--- config.mk ---
export PLATFORM = sky130hd
export DESIGN_NAME = imem_loader
export DESIGN_NICKNAME = d
export VERILOG_FILES = /design/src/rtl/imem_loader_pkg.sv /design/src/rtl/imem_loader_word_packer.sv /design/src/rtl/imem_loader.sv
export SDC_FILE = /design/constraint.sdc
export NUM_CORES = 1
export LEC_CHECK = 0
export ABC_AREA = 0
export ABC_CLOCK_PERIOD_IN_PS = 2300
export CAP_MARGIN = 20
export CORE_ASPECT_RATIO = 0.9
export CORE_MARGIN = 2
export CORE_UTILIZATION = 45
export DETAILED_ROUTE_END_ITERATION = 16
export HOLD_SLACK_MARGIN = 0.02
export PLACE_DENSITY = 0.72
export SETUP_SLACK_MARGIN = 0.1
export SLEW_MARGIN = 20
export SYNTH_ARGS = -nofsm -noshare
export SYNTH_HDL_FRONTEND = slang
export SYNTH_SLANG_ARGS = --single-unit
--- constraint.sdc ---
create_clock -name clk -period 2.3 [get_ports clk]
set_input_delay 0.23 -clock clk [delete_from_list [all_inputs] [get_ports clk]]
set_output_delay 0.23 -clock clk [all_outputs]
set_load 0.03 [all_outputs]
--- src/rtl/imem_loader_pkg.sv ---
// rtl/imem_loader_pkg.sv - shared states and constants for the instruction memory loader
package imem_loader_pkg;

   typedef enum logic [2:0] {
      IDLE,
      LEN_LO,
      LEN_HI,
      DATA,
      WRITE,
      CSUM,
      FIN
   } state_t;

   localparam logic [31:0] IMEM_BASE  = 32'h0000_0000;
   localparam int          WORD_BYTES = 4;
   localparam int          LANE_W     = $clog2(WORD_BYTES);

endpackage

--- src/rtl/imem_loader_word_packer.sv ---
// rtl/imem_loader_word_packer.sv - little-endian byte-to-word packer for the loader
module loader_word_packer
   import imem_loader_pkg::*;
(
   input  logic        clk_i,
   input  logic        rst_ni,
   input  logic        clear_i,
   input  logic        shift_i,
   input  logic [7:0]  byte_i,
   output logic [31:0] word_o,
   output logic        word_full_o
);

   logic [23:0]       sr_q, sr_d;
   logic [LANE_W-1:0] lane_q, lane_d;

   // Only three bytes are stored; the fourth completes the word combinationally.
   assign word_o      = {byte_i, sr_q};
   assign word_full_o = shift_i && (lane_q == LANE_W'(WORD_BYTES - 1));

   always_comb begin
      sr_d   = sr_q;
      lane_d = lane_q;
      if (clear_i) begin
         lane_d = '0;
      end else if (shift_i) begin
         sr_d   = {byte_i, sr_q[23:8]};
         lane_d = lane_q + LANE_W'(1);
      end
   end

   always_ff @(posedge clk_i or negedge rst_ni) begin
      if (!rst_ni) begin
         sr_q   <= '0;
         lane_q <= '0;
      end else begin
         sr_q   <= sr_d;
         lane_q <= lane_d;
      end
   end

endmodule

--- src/rtl/imem_loader.sv ---
// rtl/imem_loader.sv - byte stream to instruction memory loader; IMEM_LOADER_CHECKSUM_EN adds a trailing XOR checksum byte
module imem_loader
   import imem_loader_pkg::*;
#(
   parameter int DEPTH_WORDS = 1024,
   parameter int CNT_W       = 16
) (
   input  logic                               clk,
   input  logic                               reset_n,
   input  logic                               start,
   input  logic                               byte_valid,
   input  logic [7:0]                         byte_data,
   output logic                               byte_ready,
   output logic                               we,
   output logic [31:0]                        wa,
   output logic [31:0]                        wd,
   output logic                               cpu_hold,
   output logic                               busy,
   output logic                               done,
   output logic [$clog2(DEPTH_WORDS+1)-1:0]   words_written,
   output logic                               err_overflow
`ifdef IMEM_LOADER_CHECKSUM_EN
   ,
   output logic                               err_checksum
`endif
);

   localparam int                WW_W      = $clog2(DEPTH_WORDS + 1);
   localparam logic [CNT_W-1:0]  DEPTH_CNT = CNT_W'(DEPTH_WORDS);
   localparam logic [WW_W-1:0]   DEPTH_WW  = WW_W'(DEPTH_WORDS);
`ifdef IMEM_LOADER_CHECKSUM_EN
   localparam state_t            END_STATE = CSUM;
`else
   localparam state_t            END_STATE = FIN;
`endif

   state_t            state_q, state_d;
   logic              byte_ready_q, we_q, cpu_hold_q, busy_q, done_q, err_ovf_q;
   logic [31:0]       wa_q, wd_q;
   logic [WW_W-1:0]   ww_q;
   logic [CNT_W-1:0]  len_q;
   logic [CNT_W-1:0]  hdr_len;
   logic              xfer, shift, clear, pk_full;
   logic [31:0]       pk_word;
`ifdef IMEM_LOADER_CHECKSUM_EN
   logic [7:0]        csum_q;
   logic              err_cs_q;
`endif

   assign xfer    = byte_valid && byte_ready_q;
   assign shift   = xfer && (state_q == DATA);
   assign clear   = start && (state_q == IDLE);
   assign hdr_len = CNT_W'({byte_data, len_q[7:0]});

   loader_word_packer u_packer (
      .clk_i       (clk),
      .rst_ni      (reset_n),
      .clear_i     (clear),
      .shift_i     (shift),
      .byte_i      (byte_data),
      .word_o      (pk_word),
      .word_full_o (pk_full)
   );

   // len_q counts words still to arrive once the header is in, so zero in WRITE means last word.
   always_comb begin
      state_d = state_q;
      unique case (state_q)
         IDLE:    if (start) state_d = LEN_LO;
         LEN_LO:  if (xfer) state_d = LEN_HI;
         LEN_HI:  if (xfer) state_d = (hdr_len == '0) ? END_STATE : DATA;
         DATA:    if (pk_full) state_d = WRITE;
         WRITE:   state_d = (len_q == '0) ? END_STATE : DATA;
         CSUM:    if (xfer) state_d = FIN;
         FIN:     state_d = IDLE;
         default: state_d = IDLE;
      endcase
   end

   always_ff @(posedge clk or negedge reset_n) begin
      if (!reset_n) begin
         state_q      <= IDLE;
         byte_ready_q <= 1'b0;
         we_q         <= 1'b0;
         cpu_hold_q   <= 1'b0;
         busy_q       <= 1'b0;
         done_q       <= 1'b0;
         err_ovf_q    <= 1'b0;
         wa_q         <= IMEM_BASE;
         wd_q         <= '0;
         ww_q         <= '0;
         len_q        <= '0;
`ifdef IMEM_LOADER_CHECKSUM_EN
         csum_q       <= '0;
         err_cs_q     <= 1'b0;
`endif
      end else begin
         state_q      <= state_d;
         byte_ready_q <= state_d inside {LEN_LO, LEN_HI, DATA, CSUM};
         busy_q       <= !(state_d inside {IDLE, FIN});
         cpu_hold_q   <= !(state_d inside {IDLE, FIN});
         done_q       <= (state_d == FIN);
         we_q         <= 1'b0;

         if (clear) begin
            ww_q      <= '0;
            wa_q      <= IMEM_BASE;
            err_ovf_q <= 1'b0;
`ifdef IMEM_LOADER_CHECKSUM_EN
            csum_q    <= '0;
            err_cs_q  <= 1'b0;
`endif
         end

         if (state_q == LEN_LO && xfer) len_q <= CNT_W'(byte_data);
         if (state_q == LEN_HI && xfer) begin
            len_q     <= hdr_len;
            err_ovf_q <= (hdr_len > DEPTH_CNT);
         end

         // Words past the memory end are still drained from the stream, just not written.
         if (pk_full) begin
            len_q <= len_q - CNT_W'(1);
            wd_q  <= pk_word;
            we_q  <= (ww_q < DEPTH_WW);
         end

         if (we_q) begin
            wa_q <= wa_q + 32'(WORD_BYTES);
            ww_q <= ww_q + WW_W'(1);
         end

`ifdef IMEM_LOADER_CHECKSUM_EN
         if (shift) csum_q <= csum_q ^ byte_data;
         if (state_q == CSUM && xfer) err_cs_q <= (byte_data != csum_q);
`endif
      end
   end

   assign byte_ready    = byte_ready_q;
   assign we            = we_q;
   assign wa            = wa_q;
   assign wd            = wd_q;
   assign cpu_hold      = cpu_hold_q;
   assign busy          = busy_q;
   assign done          = done_q;
   assign words_written = ww_q;
   assign err_overflow  = err_ovf_q;
`ifdef IMEM_LOADER_CHECKSUM_EN
   assign err_checksum  = err_cs_q;
`endif

endmodule

==> flow_summary.ini, run 1 <==
[run_status]
outcome = finished, final reports clean

[placed_design]
place_congestion = 0.9059
hpwl_um = 9653
placed_cells_incl_taps = 834
place_area_um2 = 6860
io_buffers = 90
placement.setup.worst_slack_ps = 168.7

[clocking]
tritoncts = built
clk_sinks = 123
cts_root_buf = clkbuf_16
insertion_delay_ps = 420
cts.reportedPaths.clkPinSlew_ps = 60
numCtsBuffers = 17
cts_htree_levels = 4
clk_path_buf_depth = 2

[sta]
finalSetupTns_ps = 0
max_clock_freq_ghz = 0.4719
report.final.slew_viol_count = 0
fin_crit_ps = 2119
clock_skew_ps = 7.952
timing.slew.headroom_pct = 43.46
unrepaired_setup_endpoints_after_global_routing = no
min_period_over_period_pct = 92.13
timing.final.ws_setup_ps = 181.0
max_slew.worst_pin.slew_ps = 844.1
report.final.setup_viol = 0
final-hold-violation-count = 0

[route]
drcViolationCount = 0
wl_met3_um = 810
post_drt_via_cell_ratio = 5.690
route.antenna.remaining_nets = 0
dr.pass1.iters = 5
wl_um = 14390
detailroute.wirelength.met2_um = 7029
detail_route.wl_per_cell_um = 16.60
met1Wirelength_um = 6332
via_count = 4933
detailedRoute.firstIterationViolations = 443
maxUsedRoutingLayer = met4

[global_route]
via_count_of_the_first_global_routing_pass = 4850
grt_max_degree = 47
global_route_wire_length_before_repair_um = 23830
groute.usage.overall_pct = 22.06
antenna_found_initial = 0
globalRouteOverflowTotal = 0

[cells_and_area]
finish.net_count = 710
mostFrequentLayoutCells = 151 x nand2_1, 123 x dfrtp_1, 89 x clkdlybuf4s50_1
finalNonFillerCells = 867
synthesis_to_finish_area_growth_pct = 32.02
n_antenna_cell = 0
final_area_um2 = 7521
layout_commonest_cell = nand2_1
layout_cell_share_with_drive_strength_beyond_1_pct = 12.73

[logic_synthesis]
synth-async-reset-ratio_pct = 100.0
synth.area.mux_share_pct = 6.172
synth_cells = 593
synth_xor_area_share_pct = 0.7687
synthesized_area_um2 = 5697
main_combinational_cell_family_by_area_after_synthesis = simple AND/OR/NAND/NOR gates
post_synth.cell_area_avg_um2 = 9.607
synth-seq-area-share_pct = 54.03
synthAdderAreaFrac_pct = 0.8785
netlist-cell-type-count = 50
synth-compound-area-share_pct = 12.78
post_synth_and_or_nand_nor_area_fraction_pct = 22.38
postSynthRegisterBits = 123
ys.warnings.count = 0
number_of_synthesized_flops_with_an_enable_pin = 0
ys_dominant_reg_cell = dfrtp_1

[worst_setup_path]
worstSetupStartpointType = flip-flop
worst_ep_required_time_ps = 2570
reg2reg_setup_slack_ps = 180
cp_data_arrival_time_ps = 2390
critical_path.cell_chain = ha_1, and4_2, nand3_1, o311ai_0, o41ai_1
crit-reg2reg-launch = wa[3]
crit_slowest_cell = dfrtp_1
setup.worst_path.class = flip-flop to flip-flop
slowest_delay_ps = 470
end_kind = flip-flop
worstSetupStartpoint = wa[3]
cp_max_fanout = 10

[power_and_ir_drop]
internal_power_mw = 6.949
vdd_drop_max_mv = 0.8467
total_power_mw = 11.47
cell_area_power_density_nw_per_um2 = 1525
sequentialPowerShare_pct = 36.0
netSwitchingPower_mw = 4.523
power_leakage_nw = 3.301
sw_frac_of_total_pct = 39.43
share_clk_of_total_power_pct = 25.5
comb_power_share_pct = 38.6

[floorplan]
die_h_um = 110.7
die-width_um = 122.6
core_um2 = 12220
design.die.area_um2 = 13580
rows = 38
initial_core_util_pct = 46.62
io-pin-count = 93

[hold_path]
timing.hold.worst.class = primary input to async pin

[job]
drv.max_cap_violation_count = 0
==> per-layer routing <==
| metal | global-route usage, % | vias up |
|---|---|---|
| met5 | 0 | - |
| met4 | 7.663 | 0 |
| met3 | 4.990 | 24 |
| met2 | 35.48 | 177 |
| li1 | - | 2307 |
| met1 | 29.27 | 2425 |
==> stage by stage <==
| step | util (%) | hold WS (ps) |
|---|---|---|
| after global routing | 61.55 | 371.3 |
| after global placement | 56.14 | 215.0 |
| after floorplan | - | -65.59 |
| after detailed placement | 56.14 | 221.8 |
| final | 61.55 | 329.0 |
| after CTS | 61.54 | 337.9 |
==> worst paths after layout <==
kind	cells after the start	endpoint
worst max-delay path	5	wa[22]
worst min-delay path	2	words_written[5]
worst max register to register	5	wa[22]
worst min register to register	2	wd[5]
max in group asynchronous	3	done
min in group clk	2	wd[5]
==> power groups by stage <==
stage	logic (mW)	registers, mW	clock network, mW
5_1_grt	4.76	4.27	3.06
3_5_place_dp	4.42	4.12	0
3_3_place_gp	4.30	4.07	0
6_report	4.43	4.13	2.92
2_1_floorplan	1.69	4.95	0
4_1_cts	4.46	4.11	2.95
==> repair_timing <==
item | CTS | global route
endpoints found under the hold margin | 32 | 0
gates resized for setup | 0 | 1
hold buffers | 1 | 0
endpoints found under the setup margin | 0 | 1
setup buffers | 0 | 0
==> cell usage after synthesis (3+ instances only) <==
cell | number | area share [%]
nand2_1 | 151 | 9.9
dfrtp_1 | 123 | 54
o21ai_0 | 44 | 3.9
nand3_1 | 36 | 3.2
nor2_1 | 26 | 1.7
mux2_2 | 25 | 4.9
a21oi_1 | 21 | 1.8
clkbuf_1 | 20 | 1.3
nand4_1 | 17 | 1.9
inv_1 | 10 | 0.66
nor3_1 | 9 | 0.79
a31oi_1 | 8 | 0.88
and3_1 | 8 | 0.88
o31ai_1 | 8 | 1.1
mux2i_1 | 7 | 1.2
o211ai_1 | 6 | 0.79
o22ai_1 | 6 | 0.66
and4_1 | 5 | 0.77
buf_2 | 4 | 0.35
ha_1 | 4 | 0.88
a221o_1 | 3 | 0.53
and2_1 | 3 | 0.33
buf_1 | 3 | 0.20
buf_4 | 3 | 0.40
nand3b_1 | 3 | 0.40
o311ai_0 | 3 | 0.46
xnor2_1 | 3 | 0.46
==> state kept, by name, summed over array words and instances (netlist names) <==
signal,cells
words_written,11
err_overflow,1
busy,1
u_packer.lane_q,2
wd,32
byte_ready,1
we,1
state_q,3
wa,30
len_q,16
done,1
u_packer.sr_q,24
==> layout make-up <==
type | instances | area [um2]
Clock buffer | 17 | 425.4
Clock inverter | 15 | 224.0
Fill cell | 1014 | 4698
Inverter | 10 | 37.54
Multi-Input combinational cell | 431 | 2460
Sequential cell | 123 | 3078
Tap cell | 160 | 200.2
Timing Repair Buffer | 111 | 1096
==> cells by family after synthesis <==
family	after synthesis
fa+ha+maj	4
flops	123
xor+xnor	5
mux	32
buf+inv	40
simple gates	272
compound gates	116
other cells	1
==> critical path: cells and delay by family (launching register included) <==
kind	cells	cell delay, ps
compound gates	2	570
fa+ha+maj	1	280
flops	1	470
simple gates	2	650
Note: power is estimated with default switching activity, not from simulation.
==> run 2, diff against run 1 <==
Settings changed: ABC_AREA 0 to 1, PLACE_DENSITY 0.72 to 0.71.
==> run 2 against run 1 <==
Against the previous run:
- first-iteration DRC count rose by 8.1%
- global-route usage decreased by 0.72 points
- clock power decreased by 15%
- sequential share of layout area fell by 1.6 points
- clock-buffer cell count up 8
- die area increased by 8.3%
- sequential power fell by 29%
- cell area is 4.1% higher
- via count rose by 13%
- setup slack better by 29 ps
- synthesized area is 8.6% higher
- clock skew increased by 3.0 ps
==> flow_summary.ini, run 2 <==
[run_status]
outcome = finished, final reports clean

[floorplan]
core_um2 = 13410
die-width_um = 127.6
initial_core_util_pct = 46.12
design.die.area_um2 = 14700
rows = 40
die_h_um = 115.2
io-pin-count = 93

[global_route]
via_count_of_the_first_global_routing_pass = 4993
grt_max_degree = 52
antenna_found_initial = 0
groute.usage.overall_pct = 21.34
global_route_wire_length_before_repair_um = 24940
globalRouteOverflowTotal = 0

[logic_synthesis]
post_synth.cell_area_avg_um2 = 7.599
ys.warnings.count = 0
ys_dominant_reg_cell = dfrtp_1
synth.top_cells.by_area = dfrtp_1 50%, nand2_1 15%, o21ai_0 7.2%
post_synth_most_frequent_cells = 241 x nand2_1, 123 x dfrtp_1, 103 x inv_1, 89 x o21ai_0, 72 x nor2_1
number_of_synthesized_flops_with_an_enable_pin = 0
synth_top_area_share_pct = 49.76
netlist-cell-type-count = 35
postSynthRegisterBits = 123
synth-async-reset-ratio_pct = 100.0
top_count_cell_post_synth = nand2_1
synth_cells = 814
synth-seq-area-share_pct = 49.76
synthesized_area_um2 = 6186
synth_top_area_cell = dfrtp_1

[power_and_ir_drop]
total_power_mw = 7.344
power_leakage_nw = 3.600
vdd_drop_max_mv = 0.7294
cell_area_power_density_nw_per_um2 = 937.6

[job]
drv.max_cap_violation_count = 0

[worst_setup_path]
crit_cells = 2
end_kind = primary output
crit_slowest_cell = clkdlybuf4s50_1
critical_path.cell_chain = buf_4, clkdlybuf4s50_1
worst_ep_required_time_ps = 2070
critical_path.reg2reg.endpoint = wa[20]
worstSetupStartpointType = flip-flop
slowest_delay_ps = 750
r2r_cells = 8
worst_path_dominant_cell_family = buffers and inverters
cp_data_arrival_time_ps = 1860
cp_max_fanout = 34
reg2reg_setup_slack_ps = 500
timing.critical_path.to = we
crit-reg2reg-launch = wa[3]
worstSetupStartpoint = we
setup.worst_path.class = flip-flop to primary output
cp_num_buf_inv = 2

[sta]
finalSetupTns_ps = 0
max_clock_freq_ghz = 0.4785
max_slew.worst_pin.slew_ps = 612.6
clock_skew_ps = 10.97
final-hold-violation-count = 0
report.final.setup_viol = 0
timing.final.ws_setup_ps = 210.3
unrepaired_setup_endpoints_after_global_routing = no
min_period_over_period_pct = 90.86
timing.slew.headroom_pct = 59.16
fin_crit_ps = 2090
report.final.slew_viol_count = 0

[cells_and_area]
mostFrequentLayoutCells = 241 x nand2_1, 123 x dfrtp_1, 103 x inv_1
finalNonFillerCells = 1088
n_antenna_cell = 0
finish.net_count = 927
largest_register_ffs = 32
layout_commonest_cell = nand2_1
n_fill_cell = 1235
synthesis_to_finish_area_growth_pct = 26.62
post-route-util_pct = 58.40
layout_cell_share_with_drive_strength_beyond_1_pct = 5.761

[route]
detail_route.wl_per_cell_um = 13.64
route.antenna.remaining_nets = 0
post_drt_via_cell_ratio = 5.140
via_count = 5592
dr.pass1.iters = 6
drcViolationCount = 0
detailedRoute.firstIterationViolations = 479
wl_um = 14840

[clocking]
cts_htree_levels = 4
cts.repair_timing.setup_buffer_count = 0
tritoncts = built
cts_root_buf = clkbuf_16
cts-resized-gates = 0
numCtsBuffers = 17
clk_sinks = 123
insertion_delay_ps = 410
clk_path_buf_depth = 2
cts.reportedPaths.clkPinSlew_ps = 50

[placed_design]
place_congestion = 0.8849
placement.setup.worst_slack_ps = 186.8
hpwl_um = 10660
placed_cells_incl_taps = 1059
io_buffers = 90

[hold_path]
timing.hold.worst.class = primary input to async pin
run 2: area by class of cell:
class	count	area (um2)	area share (%)
Multi-Input combinational cell	561	2590	33.07
Clock buffer	25	475.5	6.070
Inverter	106	397.9	5.080
Clock inverter	3	65.06	0.8307
Tap cell	168	210.2	2.684
Sequential cell	123	3078	39.30
Timing Repair Buffer	102	1016	12.97
run 2: worst min path at each step:
stage	to	startpoint	cells past startpoint
after CTS	wd[1]	reset_n	2
after detailed placement	wd[2]	reset_n	1
after global routing	wd[7]	reset_n	2
final	wd[6]	reset_n	2
after floorplan	busy	reset_n	0
after global placement	wd[12]	reset_n	1
run 2: through the flow:
step | cell area (um2) | hold WS [ps]
after floorplan | 6190 | -65.59
after global placement | 7282 | 291.4
after detailed placement | 7282 | 288.4
after CTS | 7833 | 416.6
after global routing | 7833 | 445.7
final | 7833 | 394.5
run 2: logic make-up (layout without fill, tap and decap cells):
logic type / Yosys count / after routing / synth area share (%)
DFF: 123 / 123 / 49.76
xor gates and xnor gates: 6 / 6 / 0.8495
and+or+nand+nor: 427 / 427 / 29.65
other: 1 / 2 / 0.06062
adders and majority gates: 4 / 4 / 0.8091
AOI/OAI and AO/OA: 122 / 122 / 10.44
buffers and inverters: 131 / 236 / 8.434
run 2: timing repair:
| action | 4_1_cts | 5_1_grt |
|---|---|---|
| endpoints found under the hold margin | 43 | 0 |
| endpoints found under the setup margin | 0 | 0 |
| hold buffers | 1 | 0 |
run 2: where the power goes:
part	switching, mW	internal (mW)	total [mW]
logic	1.24	0.698	1.94
clock network	0.856	1.62	2.48
registers	0.314	2.61	2.93
run 2: worst reg2reg max path, stage by stage (launching register included):
cell     delay [ps]
dfrtp_1         430
ha_1            220
nand2_1         120
nor2_1          190
nand3_1         200
nor3_4          280
nand3_1         120
nand2_1          80
nand2_1          50
run 2: per-layer routing:
metal  global-route usage [%]  wire [um]  up-vias
met1                    32.14       7428     2607
met3                    5.491        836        8
met5                        0          0        -
met2                    31.05       6480      172
li1                         -          -     2805
met4                    4.835         95        0
